===== src/rtl/mem_resp_pkg.sv =====
// Shared types and constants for the stalling memory responder.
package mem_resp_pkg;

  localparam int unsigned DATA_W      = 16;
  localparam int unsigned ADDR_W      = 16;
  localparam int unsigned CNT_W       = 4;
  localparam int unsigned LATENCY_MAX = 15;

  typedef enum logic [1:0] {
    IDLE = 2'b00,
    BUSY = 2'b01,
    DONE = 2'b10
  } state_t;

  typedef enum logic {
    OP_RD = 1'b0,
    OP_WR = 1'b1
  } op_t;

  // Counter preload for a given latency, clamped into the supported 1..15 range.
  function automatic logic [CNT_W-1:0] lat_init(input int unsigned lat);
    if (lat < 1) return '0;
    if (lat > LATENCY_MAX) return CNT_W'(LATENCY_MAX - 1);
    return CNT_W'(lat - 1);
  endfunction

endpackage


===== src/rtl/mem_stall_resp_if.sv =====
// Requester/responder memory handshake bundle.
interface mem_stall_resp_if;
  import mem_resp_pkg::*;

  logic [ADDR_W-1:0] Addr;
  logic [DATA_W-1:0] DataIn;
  logic              Rd;
  logic              Wr;
  logic [DATA_W-1:0] DataOut;
  logic              Done;
  logic              Stall;
  logic              err;

  modport master (
    output Addr, DataIn, Rd, Wr,
    input  DataOut, Done, Stall, err
  );

  modport slave (
    input  Addr, DataIn, Rd, Wr,
    output DataOut, Done, Stall, err
  );

endinterface


===== src/rtl/mem_resp_array.sv =====
// Word storage with one synchronous read/write port; contents survive reset.
module mem_resp_array
  import mem_resp_pkg::*;
#(
  parameter int unsigned DEPTH_LOG2 = 8
) (
  input  logic                  clk,
  input  logic                  we,
  input  logic [DEPTH_LOG2-1:0] idx,
  input  logic [DATA_W-1:0]     wdata,
  output logic [DATA_W-1:0]     rdata
);

  localparam int unsigned DEPTH = 1 << DEPTH_LOG2;

  logic [DATA_W-1:0] mem [DEPTH];

  // Read-first port: rdata shows the word as it was before any same-edge write.
  always_ff @(posedge clk) begin
    if (we) mem[idx] <= wdata;
    rdata <= mem[idx];
  end

endmodule


===== src/rtl/mem_stall_resp.sv =====
// Multi-cycle memory target: latches one request, stalls for LATENCY cycles,
// then performs the access and pulses Done.
module mem_stall_resp
  import mem_resp_pkg::*;
#(
  parameter int unsigned DEPTH_LOG2 = 8,
  parameter int unsigned LATENCY    = 4
) (
  input logic             clk,
  input logic             rst,
  mem_stall_resp_if.slave bus
);

  localparam logic [CNT_W-1:0] CNT_INIT = lat_init(LATENCY);

  state_t                state_q, state_d;
  logic [CNT_W-1:0]      cnt_q, cnt_d;
  op_t                   op_q, op_d;
  logic [DEPTH_LOG2-1:0] idx_q, idx_d;
  logic [DEPTH_LOG2-1:0] arr_idx;
  logic [DATA_W-1:0]     wdata_q, wdata_d;
  logic [DATA_W-1:0]     dout_q, dout_d;
  logic [DATA_W-1:0]     rdata;
  logic                  done_q, done_d;
  logic                  err_q, err_d;
  logic                  we;
  logic                  req;
  logic                  legal;
  logic                  unused_addr;

  // Request decode: exactly one of Rd/Wr and a halfword-aligned address.
  assign req   = bus.Rd | bus.Wr;
  assign legal = (bus.Rd ^ bus.Wr) & ~bus.Addr[0];

  // Upper address bits alias and are intentionally dropped.
  assign unused_addr = ^bus.Addr[ADDR_W-1:DEPTH_LOG2+1];

  mem_resp_array #(
    .DEPTH_LOG2(DEPTH_LOG2)
  ) u_array (
    .clk  (clk),
    .we   (we),
    .idx  (arr_idx),
    .wdata(wdata_q),
    .rdata(rdata)
  );

  // State, counter and request latches.
  always_ff @(posedge clk or posedge rst) begin
    if (rst) begin
      state_q <= IDLE;
      cnt_q   <= '0;
      op_q    <= OP_RD;
      idx_q   <= '0;
      wdata_q <= '0;
      dout_q  <= '0;
      done_q  <= 1'b0;
      err_q   <= 1'b0;
    end else begin
      state_q <= state_d;
      cnt_q   <= cnt_d;
      op_q    <= op_d;
      idx_q   <= idx_d;
      wdata_q <= wdata_d;
      dout_q  <= dout_d;
      done_q  <= done_d;
      err_q   <= err_d;
    end
  end

  // Next-state, access strobes and registered-output next values.
  // The array is addressed from the live request in IDLE so its read
  // register already holds the target word by the final BUSY edge.
  always_comb begin
    state_d = state_q;
    cnt_d   = cnt_q;
    op_d    = op_q;
    idx_d   = idx_q;
    wdata_d = wdata_q;
    dout_d  = dout_q;
    done_d  = 1'b0;
    err_d   = 1'b0;
    we      = 1'b0;
    arr_idx = idx_q;
    case (state_q)
      IDLE: begin
        arr_idx = bus.Addr[DEPTH_LOG2:1];
        if (legal) begin
          state_d = BUSY;
          cnt_d   = CNT_INIT;
          op_d    = bus.Wr ? OP_WR : OP_RD;
          idx_d   = bus.Addr[DEPTH_LOG2:1];
          wdata_d = bus.DataIn;
        end else if (req) begin
          err_d = 1'b1;
        end
      end
      BUSY: begin
        if (cnt_q != '0) begin
          cnt_d = cnt_q - CNT_W'(1);
        end else begin
          state_d = DONE;
          done_d  = 1'b1;
          we      = (op_q == OP_WR);
          if (op_q == OP_RD) dout_d = rdata;
        end
      end
      DONE: begin
        state_d = IDLE;
      end
      default: begin
        state_d = IDLE;
      end
    endcase
  end

  // Stall covers the accepting cycle and every BUSY cycle.
  assign bus.Stall   = (state_q == BUSY) | ((state_q == IDLE) & legal);
  assign bus.Done    = done_q;
  assign bus.err     = err_q;
  assign bus.DataOut = dout_q;

endmodule


===== src/flat_wrapper.sv =====
// flat-port wrapper written by rule: the top's interface ports become plain ports
module mem_stall_resp_flat import mem_resp_pkg::*;
#(
  parameter int unsigned DEPTH_LOG2 = 8,
  parameter int unsigned LATENCY    = 4
)
  (clk, rst, bus_Addr, bus_DataIn, bus_Rd, bus_Wr, bus_DataOut, bus_Done, bus_Stall, bus_err);
  mem_stall_resp_if bus_i ();
  input logic clk;
  input logic rst;
  input wire logic [$bits(bus_i.Addr)-1:0] bus_Addr;
  input wire logic [$bits(bus_i.DataIn)-1:0] bus_DataIn;
  input wire logic [$bits(bus_i.Rd)-1:0] bus_Rd;
  input wire logic [$bits(bus_i.Wr)-1:0] bus_Wr;
  output wire logic [$bits(bus_i.DataOut)-1:0] bus_DataOut;
  output wire logic [$bits(bus_i.Done)-1:0] bus_Done;
  output wire logic [$bits(bus_i.Stall)-1:0] bus_Stall;
  output wire logic [$bits(bus_i.err)-1:0] bus_err;
  assign bus_i.Addr = bus_Addr;
  assign bus_i.DataIn = bus_DataIn;
  assign bus_i.Rd = bus_Rd;
  assign bus_i.Wr = bus_Wr;
  assign bus_DataOut = bus_i.DataOut;
  assign bus_Done = bus_i.Done;
  assign bus_Stall = bus_i.Stall;
  assign bus_err = bus_i.err;
  mem_stall_resp #(.DEPTH_LOG2(DEPTH_LOG2), .LATENCY(LATENCY)) u_core (.clk(clk), .rst(rst), .bus(bus_i));
endmodule

===== config.mk =====
export PLATFORM = sky130hd
export DESIGN_NAME = mem_stall_resp_flat
export DESIGN_NICKNAME = d
export VERILOG_FILES = /design/src/rtl/mem_resp_pkg.sv /design/src/rtl/mem_stall_resp_if.sv /design/src/rtl/mem_resp_array.sv /design/src/rtl/mem_stall_resp.sv /design/src/flat_wrapper.sv
export SDC_FILE = /design/constraint.sdc
export NUM_CORES = 2
export LEC_CHECK = 0
export CORE_AREA = 2 2 789 634
export CTS_BUF_LIST = sky130_fd_sc_hd__clkbuf_4 sky130_fd_sc_hd__clkbuf_8
export CTS_CLUSTER_DIAMETER = 150
export DETAILED_ROUTE_END_ITERATION = 8
export DIE_AREA = 0 0 791 636
export SYNTH_ARGS = -nofsm -noshare
export SYNTH_HDL_FRONTEND = slang
export SYNTH_SLANG_ARGS = --single-unit

===== constraint.sdc =====
create_clock -name clk -period 6.15 [get_ports clk]
set_input_delay 0.9225 -clock clk [delete_from_list [all_inputs] [get_ports clk]]
set_output_delay 0.9225 -clock clk [all_outputs]
set_load 0.03 [all_outputs]

==> summary.md <==
| Metric | Value |
|---|---|
| Leak pwr | `52.7 nW` |
| Predominant post-synthesis flop cell | `edfxtp_1` |
| Avg Cell Area, Syn | `17.7 µm²` |
| Largest stage delay on the critical path | `1.17 ns` |
| Critical Path RT | `7.12 ns` |
| WS Path Type | `reg -> reg` |
| Mapped Area | `0.153 mm²` |
| Nets | `9282` |
| Mapped Cells | `8640` |
| Fin Setup TNS | `0 ns` |
| Clock sinks | `4161` |
| IO Pins | `55` |
| Cts repair resizes | `0` |
| Max cap viols | `3` |
| Worst-Margin Slew | `1.52 ns` |
| Worst-path clk slew | `0.07 ns` |
| CP startpoint kind | `register` |
| Port Buffers | `47` |
| CTS tree | `built` |
| Grt total ovfl | `0` |
| EDFF count, synth | `4096` |
| Most common cell after layout, fill and taps aside | `edfxtp_1` |
| Layout cells sized above 1 | `17.2%` |
| Hold WC Path Type | `in -> async` |
| Detail Route Antenna Nets | `0` |
| Dpl cell area | `0.164 mm²` |
| Die X | `791 µm` |
| Largest net degree at the start of global routing | `193` |
| Effective utilization at floorplan | `30.8%` |
| Die ar. | `0.503 mm²` |
| Rows | `232` |
| Post-route cell area | `0.176 mm²` |
| Yosys warns | `0` |
| Total routed wirelength | `443000 µm` |
| DR WL/cell | `27.2 µm` |
| Clock Tree Root | `clkbuf_8` |
| First-pass GRT wire length | `624000 µm` |
| H-tree levels | `6` |
| Multi-input gate area | `0.0259 mm²` |
| Initial drt markers | `13959` |
| Post-synth ARST share | `1.18%` |
| Core area | `0.496 mm²` |
| Critical path data arrival time | `6.17 ns` |
| FILL cells | `45919` |
| Slew HR | `-2.71%` |
| Area Overhead vs Synth | `15.0%` |
| Routability cong. | `0.857` |
| Initial antenna violation count | `29` |
| Max FO, Critical Path | `32` |
| Number of global-route vias before repair | `86247` |
| Placed wire-length estimate | `254000 µm` |
| Synthesized Nets | `8678` |
| Fin crit share | `84.7%` |
| Achievable Freq | `0.192 GHz` |
| Family with the most delay on the worst path | `compound AO/OA/AOI/OAI gates` |
| # setup viols final | `0` |
| Top cells by area, synth | `edfxtp_1 80%, a22oi_1 10%, a21oi_1 3.4%` |
| Die Y | `636 µm` |
| Worst VDD drop | `488 µV` |
| Bufs on Longest Clock Path | `4` |
| FF+latch count, synth | `4161` |
| RSZ-0062 raised after global routing | `false` |
| GRT Overall Usage | `16.7%` |
| # hold bufs at CTS | `0` |
| Final Core Density | `35.4%` |
| Skew final | `0.0822 ns` |
| Outcome | `finished, violations left` |
| Seq/Total Area, Yosys | `81.4%` |
| Yosys top cell by area | `edfxtp_1` |
| Post-synth cell types | `42` |
| Share of the synthesized area in the top cell type | `80.4%` |
| Setup ws final | `0.943 ns` |
| Worst path buffer plus inverter count | `1` |
| Pre-CTS WS | `0.671 ns` |
| Most frequent cells in the layout | `4096 x edfxtp_1, 2048 x a22oi_1, 1026 x a21oi_1` |
| # Post-CTS Setup Buffers | `0` |
| First-pass DRT Iterations | `8` |
| Vias | `89347` |
| Fin crit period | `5.21 ns` |
| Failing checks | `capacitance limit, slew limit` |
| Crit-path cells | `nor2_4 -> nor3b_1 -> a31oi_4 -> buf_4 -> a21oi_1 -> o41ai_2 -> a41oi_1 -> or4_1` |
| DRC violation count after routing | `0` |
| Pwr Density | `475 mW/mm²` |
| Worst-Skew Late Latency | `1.10 ns` |
| CP max stage cell | `o41ai_2` |
| CP Capture Type | `register` |
| Slew Limit Fails | `3` |
| Hold Violations, Final | `0` |
| TritonCTS Buffers | `598` |
| Register Area | `0.125 mm²` |
| Via density | `5.50` |
## final cells by class
cell class | count | share of cell area (%)
multi-input combinational | 3817 | 14.7
clock inverter | 209 | 0.735
antenna | 14 | 0.0199
timing repair buffer | 655 | 3.27
sequential | 4161 | 70.8
tap | 6552 | 4.66
clock buffer | 833 | 5.75
inverter | 11 | 0.0235
## per-stage QoR
stage               power, mW  cells  hold slack (ns)
finish                   83.6  16252            0.419
floorplan                51.2   8640            0.439
detailed placement       62.3  15195            0.495
CTS                      83.5  16237            0.342
global route             86.4  16241            0.403
global placement         61.8  15195            0.468
## cell usage after synthesis (4+ instances only)
master and instances:
a21oi_1 1026, a22oi_1 2048, a41oi_1 64, buf_1 62
buf_2 285, buf_4 6, buf_6 7, clkbuf_1 291
dfrtp_1 49, dfxtp_1 16, edfxtp_1 4096, inv_1 11
mux2_2 41, nand2_1 27, nand2b_1 8, nand3_1 8
nand3b_1 4, nor2_1 266, o21a_1 5, o31ai_1 4
o41ai_1 256, or3_1 10, or4_1 17
## report_power, final
part	total, mW	switching [mW]	leakage [nW]	internal (mW)
logic	24.9	18.3	9.09	6.57
clock network	21.5	10.4	6.02	11.1
registers	37.2	1.47	37.6	35.7
## sequential cells by signal (all words and copies together), names as in the netlist
name,flops
u_core.bus.DataOut,16
u_core.cnt_q,4
u_core.bus.Done,1
u_core.u_array.mem,4096
u_core.u_array.rdata,16
u_core.wdata_q,16
u_core.idx_q,8
u_core.bus.err,1
u_core.op_q,1
u_core.state_q,2
## worst paths after layout
check,startpoint,to,slack [ns],cells after the start
worst min register to register,u_core.cnt_q[0]$_DFFE_PP0P_,u_core.cnt_q[0]$_DFFE_PP0P_,0.51,1
worst max-delay path,u_core.state_q[0]$_DFFE_PP0P_,u_core.u_array.rdata[4]$_DFF_P_,0.94,8
max in group asynchronous,rst,u_core.wdata_q[3]$_DFFE_PP0P_,4.94,2
min in group clk,bus_DataIn[10],u_core.wdata_q[10]$_DFFE_PP0P_,0.45,2
worst min-delay path,rst,u_core.wdata_q[10]$_DFFE_PP0P_,0.42,2
worst max register to register,u_core.state_q[0]$_DFFE_PP0P_,u_core.u_array.rdata[4]$_DFF_P_,0.94,8
## logic make-up after synthesis
| kind of cell | after synthesis | synth area share [%] |
|---|---|---|
| DFF | 4161 | 81.4 |
| AOI/OAI and AO/OA | 3419 | 15.4 |
| buffers and inverters | 662 | 1.91 |
| and+or+nand+nor | 355 | 0.992 |
| muxes | 41 | 0.302 |
| adders and majority gates | 2 | 0.0164 |
## metal layers
metal | GRT usage (%) | vias to the layer above | part of all wire, %
met5 | 0 | - | 0.032
met4 | 4.96 | 16 | 2.9
met3 | 4.40 | 739 | 12
met2 | 25.3 | 5396 | 45
met1 | 23.6 | 45810 | 41
li1 | - | 37386 | -
## worst register-to-register path, delay by kind of cell (launching register included)
| kind | cells | cell delay [ns] |
|---|---|---|
| buf+inv | 1 | 0.63 |
| flops | 1 | 0.47 |
| compound gates | 4 | 2.57 |
| simple gates | 3 | 1.42 |
No activity file was read; power rests on OpenSTA's default activity.
